<file path="src/rtl/parallax_starfield_pkg.sv">
// Shared types and helpers for the parallax starfield generator.
//   state_e     : two-state scroll controller encoding
//   SEED_STRIDE : per-layer seed offset added to SEED_BASE
//   lfsr_step   : one Galois step of a w-bit LFSR (w <= 32)
package parallax_starfield_pkg;

    typedef enum logic {
        ST_ACTIVE = 1'b0,
        ST_SCROLL = 1'b1
    } state_e;

    localparam logic [15:0] SEED_STRIDE = 16'h1F3D;

    // Shift left and fold the feedback mask in when the MSB falls out.
    function automatic logic [31:0] lfsr_step(input logic [31:0] s,
                                              input logic [31:0] taps,
                                              input int          w);
        logic [31:0] mask;
        logic [31:0] r;
        mask = (w >= 32) ? 32'hFFFF_FFFF : ((32'd1 << w) - 32'd1);
        r    = (s << 1) ^ (s[w-1] ? taps : 32'd0);
        return r & mask;
    endfunction

endpackage

</file>
<file path="src/rtl/parallax_starfield_layer.sv">
// One star layer: a Galois LFSR plus its extra-step counter.
//   clk, reset  : pixel clock, async active-low reset
//   step_pix    : advance one step for the current window pixel
//   load_cnt    : load speed into the extra-step counter
//   speed       : extra steps to run during vertical blank
//   lfsr        : current LFSR state
//   cnt_zero    : counter is empty
//   cnt_one     : counter holds its final step
//   lit_raw     : top D bits of the LFSR are all ones
module starfield_layer
    import parallax_starfield_pkg::*;
#(
    parameter int             W    = 16,
    parameter int             D    = 7,
    parameter logic [W-1:0]   TAPS = 16'h100B,
    parameter logic [W-1:0]   SEED = 16'h0001
) (
    input  logic         clk,
    input  logic         reset,
    input  logic         step_pix,
    input  logic         load_cnt,
    input  logic [3:0]   speed,
    output logic [W-1:0] lfsr,
    output logic         cnt_zero,
    output logic         cnt_one,
    output logic         lit_raw
);

    logic [W-1:0] r_lfsr;
    logic [3:0]   r_cnt;
    logic [W-1:0] w_next;
    logic         w_step;

    assign w_next = W'(lfsr_step(32'(r_lfsr), 32'(TAPS), W));
    // The counter is only ever nonzero during the blanking phase, so a
    // nonzero count doubles as the scroll-step enable.
    assign w_step = step_pix | (r_cnt != 4'd0);

    always_ff @(posedge clk or negedge reset) begin
        if (!reset) begin
            r_lfsr <= SEED;
            r_cnt  <= 4'd0;
        end else begin
            if (w_step)
                r_lfsr <= w_next;
            if (load_cnt)
                r_cnt <= speed;
            else if (r_cnt != 4'd0)
                r_cnt <= r_cnt - 4'd1;
        end
    end

    assign lfsr     = r_lfsr;
    assign cnt_zero = (r_cnt == 4'd0);
    assign cnt_one  = (r_cnt == 4'd1);
    assign lit_raw  = &r_lfsr[W-1 -: D];

endmodule

</file>
<file path="src/rtl/parallax_starfield.sv">
// Multi-layer scrolling starfield. Each layer's LFSR steps once per pixel
// inside the 2^AREA_BITS square window at the origin, plus SPEED[i] extra
// steps during vertical blank, so the layers drift at different rates.
//   clk, reset   : pixel clock, async active-low reset
//   hpos, vpos   : beam position from the sync generator
//   display_on   : visible-area flag
//   scroll_en    : enables the blanking extra-step phase (sampled at trigger)
//   rgb          : winning layer colour, registered
//   star_hit     : any layer lit, registered
//   star_layer   : winning (lowest lit) layer index, registered
//   scroll_busy  : extra-step phase in progress
module parallax_starfield
    import parallax_starfield_pkg::*;
#(
    parameter int                     LAYERS       = 3,
    parameter int                     LFSR_BITS    = 16,
    parameter int                     AREA_BITS    = 8,
    parameter logic [LFSR_BITS-1:0]   TAPS         = 16'h100B,
    parameter logic [LFSR_BITS-1:0]   SEED_BASE    = 16'h0001,
    parameter int                     DENSITY_BITS = 7,
    parameter logic [4*LAYERS-1:0]    SPEED        = {4'd0, 4'd1, 4'd3},
    parameter int                     COLOR_BITS   = 3,
    localparam int                    LW           = (LAYERS > 1) ? $clog2(LAYERS) : 1
) (
    input  logic                  clk,
    input  logic                  reset,
    input  logic [8:0]            hpos,
    input  logic [8:0]            vpos,
    input  logic                  display_on,
    input  logic                  scroll_en,
    output logic [COLOR_BITS-1:0] rgb,
    output logic                  star_hit,
    output logic [LW-1:0]         star_layer,
    output logic                  scroll_busy
);

    localparam bit ANY_SPEED = |SPEED;

    state_e                                r_state;
    state_e                                w_state_nxt;
    logic                                  r_armed;
    logic                                  w_win;
    logic                                  w_trig;
    logic                                  w_step_pix;
    logic                                  w_load_cnt;
    logic [LAYERS-1:0][LFSR_BITS-1:0]      w_lfsr;
    logic [LAYERS-1:0]                     w_cnt_zero;
    logic [LAYERS-1:0]                     w_cnt_one;
    logic [LAYERS-1:0]                     w_lit_raw;
    logic [LAYERS-1:0]                     w_lit;
    logic                                  w_any;
    logic [LW-1:0]                         w_idx;
    logic [COLOR_BITS-1:0]                 w_col;
    logic [COLOR_BITS-1:0]                 r_rgb;
    logic                                  r_hit;
    logic [LW-1:0]                         r_layer;
    logic                                  w_unused;

    assign w_win  = ((hpos >> AREA_BITS) == 9'd0) && ((vpos >> AREA_BITS) == 9'd0);
    assign w_trig = (hpos == 9'd0) && (vpos == 9'(1 << AREA_BITS)) && scroll_en;

    assign w_step_pix = (r_state == ST_ACTIVE) && w_win;

    for (genvar g = 0; g < LAYERS; g++) begin : g_layer
        localparam logic [LFSR_BITS-1:0] SEED =
            LFSR_BITS'(32'(SEED_BASE) + 32'(g) * 32'(SEED_STRIDE));
        starfield_layer #(
            .W    (LFSR_BITS),
            .D    (DENSITY_BITS),
            .TAPS (TAPS),
            .SEED (SEED)
        ) u_layer (
            .clk      (clk),
            .reset    (reset),
            .step_pix (w_step_pix),
            .load_cnt (w_load_cnt),
            .speed    (SPEED[4*g +: 4]),
            .lfsr     (w_lfsr[g]),
            .cnt_zero (w_cnt_zero[g]),
            .cnt_one  (w_cnt_one[g]),
            .lit_raw  (w_lit_raw[g])
        );
    end

    assign w_lit = w_lit_raw & {LAYERS{w_win & display_on}};

    // r_armed blocks a trigger on the first edge after reset release.
    always_ff @(posedge clk or negedge reset) begin
        if (!reset) begin
            r_state <= ST_ACTIVE;
            r_armed <= 1'b0;
        end else begin
            r_state <= w_state_nxt;
            r_armed <= 1'b1;
        end
    end

    // Leave SCROLL while every counter takes its last step, so the phase
    // lasts exactly max(SPEED) cycles.
    always_comb begin
        w_state_nxt = r_state;
        w_load_cnt  = 1'b0;
        case (r_state)
            ST_ACTIVE: begin
                if (w_trig && r_armed && ANY_SPEED) begin
                    w_state_nxt = ST_SCROLL;
                    w_load_cnt  = 1'b1;
                end
            end
            ST_SCROLL: begin
                if (&(w_cnt_zero | w_cnt_one))
                    w_state_nxt = ST_ACTIVE;
            end
            default: w_state_nxt = ST_ACTIVE;
        endcase
    end

    // Scan from the far layer down so the nearest lit layer wins.
    always_comb begin
        w_any = |w_lit;
        w_idx = '0;
        w_col = '0;
        for (int i = LAYERS - 1; i >= 0; i--) begin
            if (w_lit[i]) begin
                w_idx = LW'(i);
                w_col = w_lfsr[i][COLOR_BITS-1:0];
            end
        end
    end

    always_ff @(posedge clk or negedge reset) begin
        if (!reset) begin
            r_rgb   <= '0;
            r_hit   <= 1'b0;
            r_layer <= '0;
        end else begin
            r_rgb   <= w_col;
            r_hit   <= w_any;
            r_layer <= w_idx;
        end
    end

    assign rgb         = r_rgb;
    assign star_hit    = r_hit;
    assign star_layer  = r_layer;
    assign scroll_busy = (r_state == ST_SCROLL);

    // Only the colour bits of each LFSR reach the outputs.
    assign w_unused = ^w_lfsr;

endmodule

</file>
<file path="config.mk">
export PLATFORM = sky130hd
export DESIGN_NAME = parallax_starfield
export DESIGN_NICKNAME = d
export VERILOG_FILES = /design/src/rtl/parallax_starfield_pkg.sv /design/src/rtl/parallax_starfield_layer.sv /design/src/rtl/parallax_starfield.sv
export SDC_FILE = /design/constraint.sdc
export NUM_CORES = 1
export LEC_CHECK = 0
export ABC_AREA = 1
export BUFFER_PORTS_ARGS = -buffer_cell sky130_fd_sc_hd__buf_2
export CORE_MARGIN = 1
export CORE_UTILIZATION = 52
export DETAILED_ROUTE_END_ITERATION = 10
export GPL_ROUTABILITY_DRIVEN = 0
export GPL_TIMING_DRIVEN = 0
export HOLD_SLACK_MARGIN = 0.08
export PLACE_DENSITY = 0.71
export SYNTH_ARGS = -nofsm -noshare
export SYNTH_HDL_FRONTEND = slang
export SYNTH_HIERARCHICAL = 1
export SYNTH_SLANG_ARGS = --single-unit
</file>
<file path="constraint.sdc">
create_clock -name clk -period 3.01 [get_ports clk]
set_clock_uncertainty 0.05 [all_clocks]
set_input_delay 0.301 -clock clk [delete_from_list [all_inputs] [get_ports clk]]
set_output_delay 0.301 -clock clk [all_outputs]
set_load 0.02 [all_outputs]
</file>
After elaboration in Yosys (flattened, before gate mapping)
Index checks and enable logic that the tools add are counted.
{ "word_totals": {"elab_cells": 69, "register_bits": 68, "output_inout_bits": 7} }
{ "op_classes": {"reduce_logical": 22, "n_mux": 19, "n_addsub": 3, "n_bitwise": 10, "eq_ne": 4} }
{ "op_table": {"columns": ["cell", "count"], "rows": [
  ["16-bit XOR", 3],
  ["13-bit 2-to-1 mux", 3],
  ["9-bit zero test", 3],
  ["4-bit 2-to-1 mux", 6],
  ["7-bit AND reduction", 3],
  ["4-bit by 1-bit equality test with 1-bit output, second input constant", 3],
  ["4-bit zero test", 3],
  ["4-bit nonzero test", 3],
  ["4-bit by 1-bit subtractor with 4-bit output, second input constant", 3],
  ["9-bit equality test, second input constant", 1],
  ["3-bit 2-to-1 mux", 3],
  ["2-bit 2-to-1 mux", 3],
  ["2-bit nonzero test", 3],
  ["1-bit logical AND", 5],
  ["3-bit AND", 1],
  ["1-bit 2-to-1 mux", 3],
  ["1-bit bitwise OR", 3],
  ["3-bit bitwise OR", 1],
  ["3-bit AND reduction", 1],
  ["3-bit OR reduction", 1],
  ["1-bit case mux with 2 select lines", 1],
  ["1-bit AND", 1],
  ["1-bit inverter", 1]
]} }

Logic depth before layout (Yosys ltp)
Gate-level depths: netlist (run 1).
{ "depth": {"depth_word": 7, "depth_mapped": 10, "ltp_nobuf": 9} }

Modules after synthesis
The synthesis (run 1) kept the hierarchy.
{ "modules_own_cells": {"columns": ["mod", "area_per_inst_um2", "cells_per_inst", "n_inst", "seq_area_each_um2"], "rows": [
  ["starfield_layer at g_layer[2].u_layer", 1066.0, 125, 1, 514.2],
  ["starfield_layer at g_layer[1].u_layer", 1064.8, 125, 1, 513.0],
  ["starfield_layer at g_layer[0].u_layer", 1053.5, 125, 1, 501.7],
  ["parallax_starfield", 490.5, 65, 1, 200.2]
]} }

Worst setup path before layout (run 1)
Ideal clock, no wire load.
{ "synth_timing": {"path_kind": "reg2reg", "from": "register r_state (netlist: scroll_busy)", "to": "register g_layer[2].u_layer.r_lfsr[2]", "path_slack_ns": 0.323, "setup_time_ns": 0.065, "path_stages_with_launch": 5, "period_less_slack_ns": 2.687, "arrival_time_ns": 2.572, "cell_sequence": "dfrtp_1 > nor3_1 > clkbuf_1 > o21ai_0 > nand2_1"} }
{ "synth_between": {"elab_chain_cells": 3} }
{ "synth_lines": {"columns": ["element", "line", "rtl"], "rows": [
  ["start: declaration", "parallax_starfield.sv:39", "state_e r_state;"],
  ["start signal: assignment", "parallax_starfield.sv:93", "r_state <= w_state_nxt;"],
  ["1-bit inverter", null, null],
  ["1-bit logical AND", "parallax_starfield.sv:62", "assign w_step_pix = (r_state == ST_ACTIVE) && w_win;"],
  ["via w_step_pix", "parallax_starfield.sv:44", "logic w_step_pix;"],
  ["1-bit bitwise OR", "parallax_starfield_layer.sv:37", "assign w_step = step_pix | (r_cnt != 4'd0);"],
  ["end signal: assignment", "parallax_starfield_layer.sv:45", "r_lfsr <= w_next;"],
  ["end: declaration", "parallax_starfield_layer.sv:29", "logic [W-1:0] r_lfsr;"]
]} }
The timed path passes the listed nets, and every way through them passes these cells.
A chain may end at the register's enable or synchronous reset.

Final worst setup path (run 1)
{ "layout_timing": {"from": "register r_state (netlist: scroll_busy)", "to": "register g_layer[0].u_layer.r_lfsr[8]"} }
{ "layout_between": {"elab_chain_cells": 3} }
{ "layout_lines": {"columns": ["element", "line"], "rows": [
  ["1-bit inverter", null],
  ["1-bit logical AND", "parallax_starfield.sv:62"],
  ["via w_step_pix", "parallax_starfield.sv:44"],
  ["1-bit bitwise OR", "parallax_starfield_layer.sv:37"],
  ["end signal: assignment", "parallax_starfield_layer.sv:45"],
  ["end: declaration", "parallax_starfield_layer.sv:29"]
]} }
The timed path passes the listed nets, and every way through them passes these cells.

==> results of run 1 <==
==> worst min-delay path by stage <==
stage	depth (start not counted)	to	slack [ps]	startpoint
final	3	star_layer[0]$_DFF_PN0_	230	display_on
after global routing	3	star_layer[0]$_DFF_PN0_	230	display_on
after detailed placement	1	g_layer[2].u_layer/lfsr[8]$_DFFE_PN0P_	410	reset
after global placement	2	g_layer[1].u_layer/lfsr[4]$_DFFE_PN1P_	400	g_layer[1].u_layer/lfsr[4]$_DFFE_PN1P_
after CTS	3	star_layer[0]$_DFF_PN0_	220	display_on
after floorplan	0	g_layer[0].u_layer/lfsr[10]$_DFFE_PN0P_	-40	reset
==> cells in the final DEF, fill, tap and decap left out, types with 3 or more instances in the layout <==
| cell | n |
|---|---|
| xnor2_1 | 9 |
| clkinvlp_4 | 3 |
| o21ai_0 | 56 |
| conb_1 | 13 |
| nor2_1 | 36 |
| nand3_1 | 9 |
| buf_8 | 3 |
| dfrtp_1 | 46 |
| clkbuf_8 | 9 |
| ha_1 | 6 |
| clkbuf_1 | 6 |
| or2_2 | 5 |
| buf_4 | 4 |
| nand4_1 | 4 |
| inv_1 | 22 |
| nor2_2 | 3 |
| nor2_8 | 3 |
| clkbuf_2 | 6 |
| nand2_4 | 3 |
| buf_2 | 27 |
| dfstp_2 | 22 |
| nor2_4 | 3 |
| nand3_2 | 6 |
| a21oi_1 | 9 |
| nand2_1 | 131 |
| inv_2 | 3 |
| o21ai_1 | 6 |
==> worst reg2reg max path, cell delays in order (launching register included) <==
cell,delay (ps)
dfrtp_1,440
nor3_2,840
buf_6,250
clkbuf_1,320
o21ai_0,170
nand2_1,80
==> state kept, by name, summed over array words and instances, names as in the netlist <==
register	count
g_layer.u_layer/lfsr	48
g_layer.u_layer/r_cnt	12
r_armed	1
rgb	3
scroll_busy	1
star_hit	1
star_layer	2
==> cell type report <==
type | instances | area share [%]
Sequential cell | 68 | 44.2
Multi-Input combinational cell | 304 | 38.6
Timing Repair Buffer | 30 | 4.19
Clock buffer | 9 | 3.17
Buffer | 18 | 3.07
Clock inverter | 7 | 1.92
Tap cell | 77 | 2.46
Inverter | 25 | 2.40
==> stage by stage <==
stage                     instances  cell area [µm²]  TNS, ps  utilization (%)
after floorplan                 415             3450        0                -
after global placement          520             3680    -4290             58.0
after detailed placement        521             3700        0             58.3
after CTS                       538             3910        0             61.6
after global routing            538             3910        0             61.6
final                           538             3910        0             61.6
==> metal layers <==
metal,wire [µm],share of wire [%]
met1,3010,50
met2,2790,46
met3,174,2.9
met4,56,0.93
met5,0,0
==> report_power, final <==
group,internal (mW),switching [mW]
sequential,1.43,0.281
clock,0.385,0.357
combinational,0.528,0.737
total,2.34,1.37
==> impl_metrics.json, run 1 <==
{
  "r2r-end": "g_layer[0].u_layer/lfsr[8]$_DFFE_PN0P_",
  "dieArea_um2": 6870,
  "routed_wl_mm": 6.03,
  "required_ps": 3240,
  "grt_pass1_wl_mm": 11.1,
  "crit_slowest_cell": "nor3_2",
  "r2r_setup_slack_ps": 810,
  "start_kind": "register",
  "die_h_um": 82.9,
  "ys_warn_count": 6,
  "wl_per_cell_um": 11.2,
  "rsz0062_at_grt": "no",
  "finalSetupViolations": 0,
  "ir_drop_uv": 507,
  "cap_violations": 0,
  "drive_above_1_share_pct": 23.0,
  "globalRouteMet3Util_pct": 4.87,
  "hpwl_mm": 4.20,
  "clock-root-buffer": "clkbuf_8",
  "crit_buf_inv": 2,
  "crit_chain": "nor3_2 > buf_6 > clkbuf_1 > o21ai_0 > nand2_1",
  "antenna_left": 0,
  "cts_made_buffers": 9,
  "post-route-period-util_pct": 73.1,
  "slew-limit-headroom_pct": 33.5,
  "cp.arrival_ps": 2430,
  "holdWs_ps": 229,
  "firstDrtPassIters": 4,
  "syn_area_per_cell_um2": 8.43,
  "tightest_slew_ps": 993,
  "status": "completed",
  "hold_viol": 0,
  "cts.sinks": 68,
  "cts_tree": "built",
  "area_growth_pct": 14.8,
  "crit_type": "register to register",
  "htree_levels": 3,
  "rows": 29,
  "io_pins": 29,
  "cp-endpoint": "g_layer[0].u_layer/lfsr[8]$_DFFE_PN0P_",
  "port_buffers": 28,
  "nets": 484,
  "fmax_mhz": 454,
  "finalWorstSetupSlack_ps": 810,
  "cp_max_fo": 10,
  "critPathMaxStageDelay_ps": 840,
  "fillCellCount": 552,
  "busiest_layer": "met2",
  "post_cts_buffers": 0,
  "gr-total-overflow": 0,
  "r2r_cells": 5,
  "grt_usage_pct": 19.8,
  "syn-cell-area_um2": 3400,
  "cp_num_cells": 5,
  "die_w_um": 82.9,
  "p_total_mw": 3.72,
  "dp_slack_ps": 826,
  "drtIter0Drc": 98,
  "rr_startpoint": "scroll_busy$_DFF_PN0_",
  "vias": 2603,
  "start_util_pct": 53.6,
  "met2_usage_pct": 33.9,
  "cts_buffer_depth": 2,
  "power.density_nw_per_um2": 951,
  "hp-class": "input port to register",
  "regArea_um2": 1730,
  "crit_family": "simple AND/OR/NAND/NOR gates",
  "multi_input_area_um2": 1510,
  "drc": 0,
  "slew_viol_final": 0,
  "antenna_found_initial": 0,
  "startpoint": "scroll_busy$_DFF_PN0_",
  "syn_inst": 404,
  "cts_resized": 0,
  "clk_pin_slew_ps": 80,
  "cts_hold_buf": 1,
  "endpoint_kind": "register",
  "p_leak_nw": 1.95,
  "n_antenna_cell": 0,
  "clk_latency_ps": 340,
  "min_period_ps": 2200,
  "grt_max_degree": 69,
  "grt_pass1_vias": 2601,
  "met1_usage_pct": 24.9,
  "viasPerCell": 4.84,
  "coreArea_um2": 6350
}
No activity file was read; power rests on OpenSTA's default activity.
==> inputs of run 2 (changes only) <==
- ABC_AREA: 1 -> 0
- clock period: 3.01 -> 2.04 ns (I/O delays scaled with it)
==> impl_metrics.json, run 2 <==
{
  "placed_cells": 359,
  "io_pins": 29,
  "largest_reg_flops": 48,
  "cts_made_buffers": 9,
  "syn_area_per_cell_um2": 13.1,
  "gr-total-overflow": 0,
  "hpwl_mm": 3.30,
  "hp-start": "hpos[6]",
  "min_period_ps": 1850,
  "coreArea_um2": 5960,
  "finalWorstSetupSlack_ps": 193,
  "fillCellCount": 498,
  "drc": 0,
  "crit_family": "simple AND/OR/NAND/NOR gates",
  "p_leak_nw": 1.60,
  "crit_chain": "clkbuf_1 > nand3_1 > nor2_1 > nor2_1 > and3_4 > a221o_1",
  "rr_startpoint": "g_layer[0].u_layer/lfsr[15]$_DFFE_PN0P_",
  "antenna_left": 0,
  "clk_latency_ps": 330,
  "htree_levels": 3,
  "cts_tree": "built",
  "crit_buf_inv": 1,
  "slew-limit-headroom_pct": 45.4,
  "cap_violations": 0,
  "status": "completed",
  "stdcell_area_um2": 3730,
  "start_util_pct": 54.0,
  "p_total_mw": 5.81,
  "antenna_found_initial": 0,
  "hold_viol": 0,
  "rsz0062_at_grt": "no",
  "syn-cell-area_um2": 3220,
  "placed_area_um2": 3490,
  "cp.arrival_ps": 2010,
  "viasPerCell": 5.10,
  "dp_slack_ps": -33.4,
  "hp-class": "input port to register",
  "cp_max_fo": 6,
  "clock-root-buffer": "clkbuf_8",
  "required_ps": 2200,
  "startpoint": "g_layer[0].u_layer/lfsr[15]$_DFFE_PN0P_",
  "grt_usage_pct": 18.2,
  "drive_above_1_share_pct": 42.5,
  "firstDrtPassIters": 4,
  "post-route-util_pct": 62.7,
  "finalSetupViolations": 0,
  "port_buffers": 28,
  "grt_pass1_vias": 1908,
  "crit_type": "register to register",
  "wl_per_cell_um": 13.0,
  "dieArea_um2": 6500,
  "die_h_um": 80.7,
  "clk_pin_slew_ps": 70,
  "die_w_um": 80.7,
  "fmax_mhz": 541,
  "critPathMostFrequentCell": "nor2_1",
  "crit_slowest_cell": "a221o_1",
  "tightest_slew_ps": 819,
  "routed_wl_mm": 4.87,
  "ys_warn_count": 6,
  "drtIter0Drc": 41,
  "mostFrequentLayoutCells": "dfrtp_1 (46), mux2_2 (27), buf_2 (27), dfstp_2 (22), nand2_1 (17)",
  "final_cells": 376,
  "syn_inst": 245,
  "layout_commonest_cell": "dfrtp_1",
  "vias": 1918,
  "nets": 324,
  "start_kind": "register",
  "regArea_um2": 1730,
  "multi_input_area_um2": 1390,
  "post_cts_buffers": 0,
  "cts.sinks": 68,
  "grt_max_degree": 69,
  "critPathMaxStageDelay_ps": 350,
  "cts_buffer_depth": 2,
  "grt_pass1_wl_mm": 8.68,
  "power.density_nw_per_um2": 1560,
  "area_growth_pct": 16.1,
  "post-route-period-util_pct": 90.5,
  "rows": 28,
  "n_antenna_cell": 0,
  "ir_drop_uv": 848,
  "endpoint_kind": "register",
  "slew_viol_final": 0
}
==> run 2: cell count changes in the layout (fill, tap and decap cells not counted), moves of 9 or more <==
cell | before | now
o21ai_0 | 56 | 7
a21oi_1 | 9 | 0
inv_1 | 22 | 6
mux2_4 | 0 | 12
mux2_2 | 0 | 27
nand2_1 | 131 | 17
nor2_1 | 36 | 6
==> run 2: worst min-delay path, stage by stage <==
cell and delay, ps:
buf_2 80, nor4_1 30, nand2_1 80, o31ai_1 70
==> run 2: power breakdown <==
group          internal [mW]  leakage, nW  switching [mW]
clock                  0.721        0.107           0.491
sequential              2.15        0.794           0.455
combinational           1.22        0.700           0.769
==> run 2: final cells by class <==
class / count / share of cell area [%]
clock inverters: 4 / 1.94
flip-flops and latches: 68 / 46.3
repair buffers: 29 / 4.09
well taps: 75 / 2.51
inverters: 6 / 0.603
clock buffers: 12 / 3.89
plain buffers: 15 / 3.45
multi-input cells: 167 / 37.2
==> run 2: through the flow <==
| step | setup TNS [ps] | hold slack [ps] |
|---|---|---|
| floorplan | 0 | -142 |
| global placement | -7.64 | 400 |
| detailed placement | -57.5 | 313 |
| CTS | 0 | 80.2 |
| global route | 0 | 119 |
| finish | 0 | 117 |
==> run 2: timing repair <==
action,CTS,global route
hold buffers,1,0
setup endpoints to repair,0,9
gates resized for setup,0,4
hold endpoints to repair,46,0
==> run 2: per-layer routing <==
| layer | share of wire (%) | GRT usage, % | up-vias |
|---|---|---|---|
| li1 | - | - | 955 |
| met1 | 48 | 24.1 | 917 |
| met2 | 46 | 27.4 | 40 |
| met3 | 4.0 | 5.80 | 6 |
| met4 | 1.6 | 7.50 | 0 |
| met5 | 0 | 0 | - |
==> run 2: final timing paths <==
path	to	cells after the start	slack, ps
worst min register to register	g_layer[2].u_layer/lfsr[3]$_DFFE_PN1P_	2	420
min in group asynchronous	g_layer[2].u_layer/lfsr[15]$_DFFE_PN0P_	2	460
max in group asynchronous	g_layer[1].u_layer/r_cnt[2]$_DFFE_PN0P_	2	940
worst max-delay path	rgb[0]$_DFF_PN0_	6	190
worst min-delay path	scroll_busy$_DFF_PN0_	4	120
worst max register to register	rgb[0]$_DFF_PN0_	6	190
==> inputs of run 3 (changes only) <==
- MAX_ROUTING_LAYER: unset -> met4
- REMOVE_ABC_BUFFERS: unset -> 1
==> impl_metrics.json, run 3 (synthesis gave the netlist of run 2 again) <==
{
  "status": "completed",
  "vias": 1913,
  "hpwl_mm": 3.59,
  "hp-class": "input port to register",
  "grt_pass1_vias": 1898,
  "ir_drop_uv": 830,
  "cts.sinks": 68,
  "die_w_um": 80.7,
  "multi_input_area_um2": 1420,
  "wl_per_cell_um": 14.1,
  "clock-root-buffer": "clkbuf_8",
  "antenna_left": 0,
  "n_antenna_cell": 0,
  "slew_viol_final": 0,
  "grt_usage_pct": 18.7,
  "drive_above_1_share_pct": 43.4,
  "drc": 0,
  "finalSetupViolations": 0,
  "regArea_um2": 1730,
  "clk_pin_slew_ps": 80,
  "hold_viol": 0,
  "antenna_found_initial": 0,
  "crit_type": "register to register",
  "gr-total-overflow": 0,
  "dieArea_um2": 6500,
  "power.density_nw_per_um2": 1550,
  "cp_max_fo": 5,
  "area_growth_pct": 15.8,
  "tightest_slew_ps": 821,
  "clk_latency_ps": 330,
  "endpoint_kind": "register",
  "fmax_mhz": 532,
  "slew-limit-headroom_pct": 45.3,
  "finalWorstSetupSlack_ps": 162,
  "stdcell_area_um2": 3730,
  "start_util_pct": 54.0,
  "viasPerCell": 5.17,
  "mostFrequentLayoutCells": "dfrtp_1 (46), mux2_2 (27), buf_2 (27), dfstp_2 (22), nand2_1 (17)",
  "drtIter0Drc": 115,
  "post-route-period-util_pct": 92.1,
  "start_kind": "register",
  "largest_reg_flops": 48,
  "rsz0062_at_grt": "no",
  "cts_buffer_depth": 2,
  "coreArea_um2": 5960,
  "rows": 28,
  "cap_violations": 0,
  "die_h_um": 80.7,
  "port_buffers": 28,
  "layout_commonest_cell": "dfrtp_1",
  "cts_tree": "built",
  "min_period_ps": 1880,
  "grt_pass1_wl_mm": 8.79,
  "required_ps": 2210,
  "firstDrtPassIters": 4,
  "grt_max_degree": 69,
  "cts_made_buffers": 9,
  "p_leak_nw": 1.61,
  "routed_wl_mm": 5.21,
  "nets": 318,
  "fillCellCount": 457,
  "cp.arrival_ps": 2040,
  "holdWs_ps": 170,
  "dp_slack_ps": -473,
  "io_pins": 29,
  "htree_levels": 3,
  "placed_area_um2": 3450
}
==> run 3: cell count changes in the layout (fill, tap and decap cells not counted), sizes merged <==
cell and delta:
clkbuf -8, clkinv +1, clkinvlp +1
==> run 3: where the power goes <==
part | internal [mW] | switching, mW
Sequential | 2.15 | 0.535
Combinational | 1.17 | 0.736
Clock | 0.688 | 0.502
==> run 3: per-layer routing <==
layer	vias up	global-route usage, %	part of all wire [%]
met5	-	-	0
met4	0	8.57	1.4
met3	8	3.75	2.4
met2	20	30.3	48
met1	944	22.5	48
li1	941	-	-
==> run 3: path summary, 6_finish.rpt <==
check | from | to | slack, ps | cells after the start
min reg2reg | g_layer[2].u_layer/lfsr[3]$_DFFE_PN1P_ | g_layer[2].u_layer/lfsr[3]$_DFFE_PN1P_ | 420 | 2
max reg2reg | g_layer[1].u_layer/r_cnt[0]$_DFFE_PN0P_ | g_layer[1].u_layer/lfsr[6]$_DFFE_PN0P_ | 160 | 5
max | g_layer[1].u_layer/r_cnt[0]$_DFFE_PN0P_ | g_layer[1].u_layer/lfsr[6]$_DFFE_PN0P_ | 160 | 5
min in group asynchronous | reset | g_layer[2].u_layer/lfsr[8]$_DFFE_PN0P_ | 470 | 2
min | hpos[8] | star_hit$_DFF_PN0_ | 170 | 3
max in group asynchronous | reset | g_layer[0].u_layer/lfsr[10]$_DFFE_PN0P_ | 940 | 2
==> run 3: critical path: stages (launching register included) <==
cell and delay, ps:
dfrtp_1 410, inv_1 100, ha_1 250, nor4b_4 400
buf_4 230, mux2_2 330
==> run 3: through the flow <==
| step | setup TNS [ps] | total power, mW | util, % | std cells |
|---|---|---|---|---|
| after global placement | -49270 | 4.38 | 56.5 | 344 |
| after CTS | 0 | 5.83 | 62.0 | 366 |
| final | 0 | 5.78 | 62.6 | 370 |
| after floorplan | -19370 | 4.08 | - | 241 |
| after detailed placement | -3230 | 4.61 | 57.9 | 348 |
| after global routing | 0 | 6.16 | 62.6 | 370 |
==> run 3: layout make-up <==
type                    instances  area share, %
clock buffers                  10           3.43
clock inverters                 6           2.38
inverters                       6          0.604
multi-input cells             167           38.1
flip-flops and latches         68           46.4
well taps                      75           2.52
repair buffers                 38           6.51
==> run 3: what timing repair did <==
action,4_1_cts,5_1_grt
cloned,0,0
pin swaps,0,1
gates resized for setup,1,1
endpoints found under the setup margin,9,28
hold buffers,1,0
buffers inserted,1,4
hold endpoints to repair,46,0
